**src/rtl/xulie_pkg.sv**
```systemverilog
// xulie_pkg: shared definitions for the xulie serial pattern transmitter.
//   tx_state_e  one-hot transmitter states TX_IDLE, TX_PRE, TX_DATA, TX_GAP
//   SYNC_0110   default 4-bit sync preamble
//   LINE_IDLE   level of the serial line when nothing is being sent
package xulie_pkg;

    typedef enum logic [3:0] {
        TX_IDLE = 4'b0001,
        TX_PRE  = 4'b0010,
        TX_DATA = 4'b0100,
        TX_GAP  = 4'b1000
    } tx_state_e;

    localparam logic [3:0] SYNC_0110 = 4'b0110;
    localparam logic       LINE_IDLE = 1'b1;

endpackage

```
**src/rtl/xulie_pattern_tx_if.sv**
```systemverilog
// xulie_pattern_tx_if: load handshake and serial output of the pattern
// transmitter.
//   Load    master -> slave  load request
//   Data    master -> slave  word to transmit (WIDTH bits)
//   Repeat  master -> slave  extra frames to send (total = Repeat+1)
//   Ready   slave -> master  transmitter idle and accepting a Load
//   Busy    slave -> master  preamble, data or gap in progress
//   Dout    slave -> master  registered serial line, MSB first, idles high
//   Done    slave -> master  one-cycle pulse after the final frame
//
// Handshake: a transfer happens on a rising Clk edge where Load=1 and Ready=1.
// Data and Repeat are captured only on that edge; Load while Ready=0 is
// ignored and does not disturb the frame in progress.
interface xulie_pattern_tx_if #(
    parameter int WIDTH = 8
);
    logic             Load;
    logic [WIDTH-1:0] Data;
    logic [3:0]       Repeat;
    logic             Ready;
    logic             Busy;
    logic             Dout;
    logic             Done;

    modport master (output Load, Data, Repeat, input Ready, Busy, Dout, Done);
    modport slave  (input Load, Data, Repeat, output Ready, Busy, Dout, Done);
endinterface

```
**src/rtl/xulie_shift_reg.sv**
```systemverilog
// xulie_shift_reg: parallel-load, MSB-first shift register.
//   Clk    rising-edge clock
//   Reset  asynchronous active-high reset (clears the register)
//   load   parallel load of din (has priority over shift)
//   shift  shift one place toward the MSB, filling with the idle level
//   din    parallel load value
//   msb    current most-significant bit
module xulie_shift_reg
    import xulie_pkg::*;
#(
    parameter int WIDTH = 8
) (
    input  logic             Clk,
    input  logic             Reset,
    input  logic             load,
    input  logic             shift,
    input  logic [WIDTH-1:0] din,
    output logic             msb
);
    logic [WIDTH-1:0] sr;

    always_ff @(posedge Clk or posedge Reset) begin
        if (Reset) begin
            sr <= '0;
        end else if (load) begin
            sr <= din;
        end else if (shift) begin
            sr <= {sr[WIDTH-2:0], LINE_IDLE};
        end
    end

    assign msb = sr[WIDTH-1];
endmodule

```
**src/rtl/xulie_pattern_tx.sv**
```systemverilog
// xulie_pattern_tx: serial pattern transmitter. A word accepted through the
// Load/Ready handshake is sent MSB-first on Dout, one bit per Clk, repeated
// Repeat+1 times with GAP idle cycles between frames.
//   Clk        rising-edge clock
//   Reset      asynchronous active-high reset
//   bus        xulie_pattern_tx_if slave (Load/Data/Repeat in,
//              Ready/Busy/Dout/Done out)
//   dbg_state  current FSM state
// Build option: define XULIE_PREAMBLE_EN to prefix every frame with the
// 4-bit PREAMBLE; without it frames carry data bits only.
module xulie_pattern_tx
    import xulie_pkg::*;
#(
    parameter int         WIDTH    = 8,
    parameter int         GAP      = 2,
    parameter logic [3:0] PREAMBLE = SYNC_0110
) (
    input  logic               Clk,
    input  logic               Reset,
    xulie_pattern_tx_if.slave  bus,
    output tx_state_e          dbg_state
);
    localparam int BW = $clog2(WIDTH);
    localparam int GW = (GAP > 1) ? $clog2(GAP) : 1;
    localparam logic [BW-1:0] LAST_BIT = BW'(WIDTH - 1);
    localparam logic [GW-1:0] LAST_GAP = GW'(GAP - 1);

    tx_state_e        state, state_d;
    logic [BW-1:0]    bit_cnt, bit_d;
    logic [GW-1:0]    gap_cnt, gap_d;
    logic [3:0]       frame_cnt, frame_d;
    logic [WIDTH-1:0] word_q, next_word, sr_din;
    logic             dout_q, dout_d, done_q, done_d;
    logic             capture, start, sr_load, sr_shift, sr_msb;
`ifdef XULIE_PREAMBLE_EN
    logic [1:0]       pre_cnt, pre_d;
`else
    logic             unused_preamble;
    assign unused_preamble = ^PREAMBLE;
`endif

    xulie_shift_reg #(.WIDTH(WIDTH)) u_shift (
        .Clk   (Clk),
        .Reset (Reset),
        .load  (sr_load),
        .shift (sr_shift),
        .din   (sr_din),
        .msb   (sr_msb)
    );

    always_ff @(posedge Clk or posedge Reset) begin
        if (Reset) begin
            state     <= TX_IDLE;
            bit_cnt   <= '0;
            gap_cnt   <= '0;
            frame_cnt <= '0;
            word_q    <= '0;
            dout_q    <= LINE_IDLE;
            done_q    <= 1'b0;
`ifdef XULIE_PREAMBLE_EN
            pre_cnt   <= '0;
`endif
        end else begin
            state     <= state_d;
            bit_cnt   <= bit_d;
            gap_cnt   <= gap_d;
            frame_cnt <= frame_d;
            dout_q    <= dout_d;
            done_q    <= done_d;
            if (capture) begin
                word_q <= bus.Data;
            end
`ifdef XULIE_PREAMBLE_EN
            pre_cnt   <= pre_d;
`endif
        end
    end

    // dout_d is the bit that Dout will show in the cycle after this edge,
    // so every transition also chooses the first bit of the state it enters.
    always_comb begin
        state_d   = state;
        bit_d     = bit_cnt;
        gap_d     = gap_cnt;
        frame_d   = frame_cnt;
        dout_d    = LINE_IDLE;
        done_d    = 1'b0;
        capture   = 1'b0;
        start     = 1'b0;
        sr_load   = 1'b0;
        sr_shift  = 1'b0;
        sr_din    = word_q;
        next_word = word_q;
`ifdef XULIE_PREAMBLE_EN
        pre_d     = pre_cnt;
`endif
        case (state)
            TX_IDLE: begin
                if (bus.Load) begin
                    capture = 1'b1;
                    frame_d = bus.Repeat;
                    start   = 1'b1;
                end
            end
`ifdef XULIE_PREAMBLE_EN
            TX_PRE: begin
                if (pre_cnt == 2'd3) begin
                    state_d  = TX_DATA;
                    bit_d    = '0;
                    dout_d   = sr_msb;
                    sr_shift = 1'b1;
                end else begin
                    pre_d  = pre_cnt + 1'b1;
                    // bit index 3-k of a 2-bit count k is simply ~k
                    dout_d = PREAMBLE[~pre_d];
                end
            end
`endif
            TX_DATA: begin
                if (bit_cnt == LAST_BIT) begin
                    if (frame_cnt == 4'd0) begin
                        state_d = TX_IDLE;
                        done_d  = 1'b1;
                    end else begin
                        frame_d = frame_cnt - 1'b1;
                        if (GAP == 0) begin
                            start = 1'b1;
                        end else begin
                            state_d = TX_GAP;
                            gap_d   = '0;
                        end
                    end
                end else begin
                    bit_d    = bit_cnt + 1'b1;
                    dout_d   = sr_msb;
                    sr_shift = 1'b1;
                end
            end
            TX_GAP: begin
                if (gap_cnt == LAST_GAP) begin
                    start = 1'b1;
                end else begin
                    gap_d = gap_cnt + 1'b1;
                end
            end
            default: state_d = TX_IDLE;
        endcase

        // Frame start: a fresh Load uses the bus word, a repeat reuses the
        // captured copy so later changes on Data cannot leak in.
        if (start) begin
            next_word = capture ? bus.Data : word_q;
            sr_load   = 1'b1;
`ifdef XULIE_PREAMBLE_EN
            state_d   = TX_PRE;
            pre_d     = '0;
            dout_d    = PREAMBLE[3];
            sr_din    = next_word;
`else
            // The MSB goes straight to Dout, so load the word pre-shifted.
            state_d   = TX_DATA;
            bit_d     = '0;
            dout_d    = next_word[WIDTH-1];
            sr_din    = {next_word[WIDTH-2:0], LINE_IDLE};
`endif
        end
    end

    assign bus.Ready = (state == TX_IDLE);
    assign bus.Busy  = (state != TX_IDLE);
    assign bus.Dout  = dout_q;
    assign bus.Done  = done_q;
    assign dbg_state = state;
endmodule

```
**src/flat_wrapper.sv**
```systemverilog
// flat-port wrapper written by rule: the top's interface ports become plain ports
module xulie_pattern_tx_flat import xulie_pkg::*;
#(
    parameter int         WIDTH    = 8,
    parameter int         GAP      = 2,
    parameter logic [3:0] PREAMBLE = SYNC_0110
)
  (Clk, Reset, dbg_state, bus_Load, bus_Data, bus_Repeat, bus_Ready, bus_Busy, bus_Dout, bus_Done);
  xulie_pattern_tx_if #(.WIDTH(WIDTH)) bus_i ();
  input  logic Clk;
  input  logic Reset;
  output tx_state_e dbg_state;
  input wire logic [$bits(bus_i.Load)-1:0] bus_Load;
  input wire logic [$bits(bus_i.Data)-1:0] bus_Data;
  input wire logic [$bits(bus_i.Repeat)-1:0] bus_Repeat;
  output wire logic [$bits(bus_i.Ready)-1:0] bus_Ready;
  output wire logic [$bits(bus_i.Busy)-1:0] bus_Busy;
  output wire logic [$bits(bus_i.Dout)-1:0] bus_Dout;
  output wire logic [$bits(bus_i.Done)-1:0] bus_Done;
  assign bus_i.Load = bus_Load;
  assign bus_i.Data = bus_Data;
  assign bus_i.Repeat = bus_Repeat;
  assign bus_Ready = bus_i.Ready;
  assign bus_Busy = bus_i.Busy;
  assign bus_Dout = bus_i.Dout;
  assign bus_Done = bus_i.Done;
  xulie_pattern_tx #(.WIDTH(WIDTH), .GAP(GAP), .PREAMBLE(PREAMBLE)) u_core (.Clk(Clk), .Reset(Reset), .bus(bus_i), .dbg_state(dbg_state));
endmodule
```
**config.mk**
```make
export PLATFORM = sky130hd
export DESIGN_NAME = xulie_pattern_tx_flat
export DESIGN_NICKNAME = d
export VERILOG_FILES = /design/src/rtl/xulie_pkg.sv /design/src/rtl/xulie_pattern_tx_if.sv /design/src/rtl/xulie_shift_reg.sv /design/src/rtl/xulie_pattern_tx.sv /design/src/flat_wrapper.sv
export SDC_FILE = /design/constraint.sdc
export NUM_CORES = 1
export LEC_CHECK = 0
export CAP_MARGIN = 20
export CORE_MARGIN = 2
export CORE_UTILIZATION = 30
export CTS_CLUSTER_SIZE = 24
export DETAILED_ROUTE_END_ITERATION = 16
export PLACE_DENSITY = 0.47
export RECOVER_POWER = 25
export SKIP_LAST_GASP = 1
export SYNTH_ARGS = -nofsm -noshare
export SYNTH_HDL_FRONTEND = slang
export SYNTH_SLANG_ARGS = --single-unit
```
**constraint.sdc**
```tcl
create_clock -name Clk -period 4.25 [get_ports Clk]
set_clock_uncertainty 0.2 [all_clocks]
set_input_delay 0.6375 -clock Clk [delete_from_list [all_inputs] [get_ports Clk]]
set_output_delay 0.6375 -clock Clk [all_outputs]
set_load 0.005 [all_outputs]
```
==> flow_summary.ini <==
[hold_path]
min_path_type = reg2reg
worstHoldStart = u_core.u_shift.sr[0]
hold_depth = 1

[logic_synthesis]
ys_seq_area_frac = 0.4899
postSynthNetCount = 147
netlist_top_cells_count = dfrtp_1 (27), nand2_1 (10), a21oi_1 (7)
syn_area_per_cell_um2 = 11.52
ys_seq_elements = 29
synthCells = 129
synthTopCellsByArea = dfrtp_1 (45%), mux2_4 (6.1%), mux2i_1 (4.0%)
synth_edf_count = 0
syn_area_um2 = 1486
synth_ff_type = dfrtp_1
ys_types = 48
yosys_warnings = 0
synthDominantCellAreaShare = 0.4545
synth_top_area_cell = dfrtp_1
synth_most_common_cell = dfrtp_1
async_reset_ff_frac = 1.000

[global_routing]
overflow = 0
grt_pass1_wl_um = 4664
track_usage = 0.1142
grt_pass1_vias = 1009
grt_max_degree = 23
antenna_found_initial = 0

[detailed_routing]
drtIter0Drc = 63
dr.pass1.iters = 4
vias = 1006
wl_um = 2784
route.detailed.drc = 0
avgViaCountPerCell = 4.636
antenna_left = 0
wire_per_inst_um = 12.83

[cells_and_area]
nFillCells = 490
multi_input_area_um2 = 663.1
nNetsFinal = 167
seqCellArea_um2 = 728.2
area_growth_pct = 21.72
n_antenna_cell = 0
drive_gt1_frac = 0.1733

[timing]
tns_ns = 0
hold_violations = 0
setup_slack_ns = 1.726
rsz0062_at_grt = false
slew_viol_final = 0
fmax_mhz = 396.2
worst_slew_pin_slew_ns = 1.213
setup_viol = 0
fin_crit_ns = 2.524
fin_crit_sh = 0.5939
slew_headroom = 0.1911

[critical_path]
crit_start = u_core.dbg_state[0]
r2r_slack_ns = 2.17
r2r_cells = 4
r2r-start = u_core.dbg_state[2]
required_ns = 3.41
arrival_ns = 1.69
cp-end-kind = output port
cp_max_fo = 12
startpoint_type = register
critical_path_class = reg2out

[floorplanning]
die_h_um = 74.39
rows = 25
pin_count = 23
core_area_um2 = 4755
die_area_um2 = 5534
start_util = 0.3126
die_w_um = 74.39

[clock_network]
cts_tree = built
cts_resized = 0
clock_latency_ns = 0.27
post_cts_buffers = 0
cts-htree-levels = 2
clockBufferDepth = 2
clk_pin_slew_worst_paths_ns = 0.06
hold_buffers = 0
clock_sinks = 29
cts_buffers = 5
root_buffer = clkbuf_8

[power_and_ir_drop]
p_leak_nw = 0.7469
ir_worst_vdd_uv = 246.1
powerDensity_nw_per_um2 = 626.2
total_power_w = 0.001133

[place]
port_buffers = 21
place_congestion = 0.6996
dpl.hpwl_um = 1949
place_ws_ns = 1.731

[run]
max_cap_viol_count = 0

[outcome]
outcome = finished clean
==> per-layer routing <==
metal / track usage / wire length [µm] / vias up
met4: 0.06548 / 15 / 0
met3: 0.03388 / 119 / 2
li1: - / - / 497
met1: 0.1373 / 1263 / 491
met5: 0 / 0 / -
met2: 0.1819 / 1386 / 16
==> kinds of logic after synthesis <==
group	synth area share
AO/OA/AOI/OAI	0.1448
multiplexers	0.1162
XOR/XNOR	0.005893
AND/OR/NAND/NOR	0.1515
adder cells (fa/ha/maj)	0.02526
flip-flops	0.4899
buffers and inverters	0.06397
other	0.002523
==> per-stage QoR <==
step | hold WS, ns | utilization | cell area [µm²] | instances
final | 0.2763 | 0.3805 | 1809 | 217
after global routing | 0.3092 | 0.3805 | 1809 | 217
after CTS | 0.2802 | 0.3855 | 1833 | 217
after detailed placement | 0.2615 | 0.3642 | 1732 | 209
after global placement | 0.2549 | 0.3584 | 1704 | 208
after floorplan | 0.2394 | - | 1486 | 129
==> power by group <==
part	switching (W)	total, W	internal, W
Sequential	0.0000779	0.000470	0.000392
Combinational	0.000185	0.000413	0.000228
Clock	0.000104	0.000250	0.000146
Total	0.000367	0.00113	0.000766
==> state kept, by name (all words and copies together), names as in the netlist <==
name	cells
u_core.bit_cnt	3
u_core.bus.Done	1
u_core.bus.Dout	1
u_core.dbg_state	3
u_core.frame_cnt	4
u_core.gap_cnt	1
u_core.u_shift.sr	8
u_core.word_q	8
==> final timing paths <==
kind / to
min in group asynchronous: u_core.frame_cnt[3]
worst min register to register: u_core.u_shift.sr[0]
worst min-delay path: u_core.u_shift.sr[0]
worst max register to register: u_core.u_shift.sr[2]
worst max-delay path: bus_Ready
max in group asynchronous: u_core.u_shift.sr[6]
==> cell usage in the layout (no fill, tap or decap), drive strengths merged, types with 2 or more instances in the layout <==
| master | count |
|---|---|
| dfrtp | 27 |
| inv | 5 |
| mux2 | 8 |
| a21oi | 8 |
| mux2i | 6 |
| nor3b | 3 |
| ha | 3 |
| dfstp | 2 |
| or3b | 2 |
| o31ai | 2 |
| o21ai | 12 |
| nand3b | 2 |
| nor2 | 7 |
| nand2 | 10 |
| nor3 | 2 |
| clkdlybuf4s50 | 20 |
| clkbuf | 8 |
==> layout make-up <==
class,count,share of cell area
clock buffer,7,0.05325
clock inverter,1,0.002766
inverter,5,0.01037
multi-input combinational,86,0.3665
sequential,29,0.4025
tap,67,0.04633
timing repair buffer,22,0.1183
==> critical path, cell delays in order, from the launching register on <==
cell             delay (ns)
dfstp_2                0.63
nor3b_2                0.25
clkdlybuf4s50_1        0.53
Note: power is estimated with default switching activity, not from simulation.
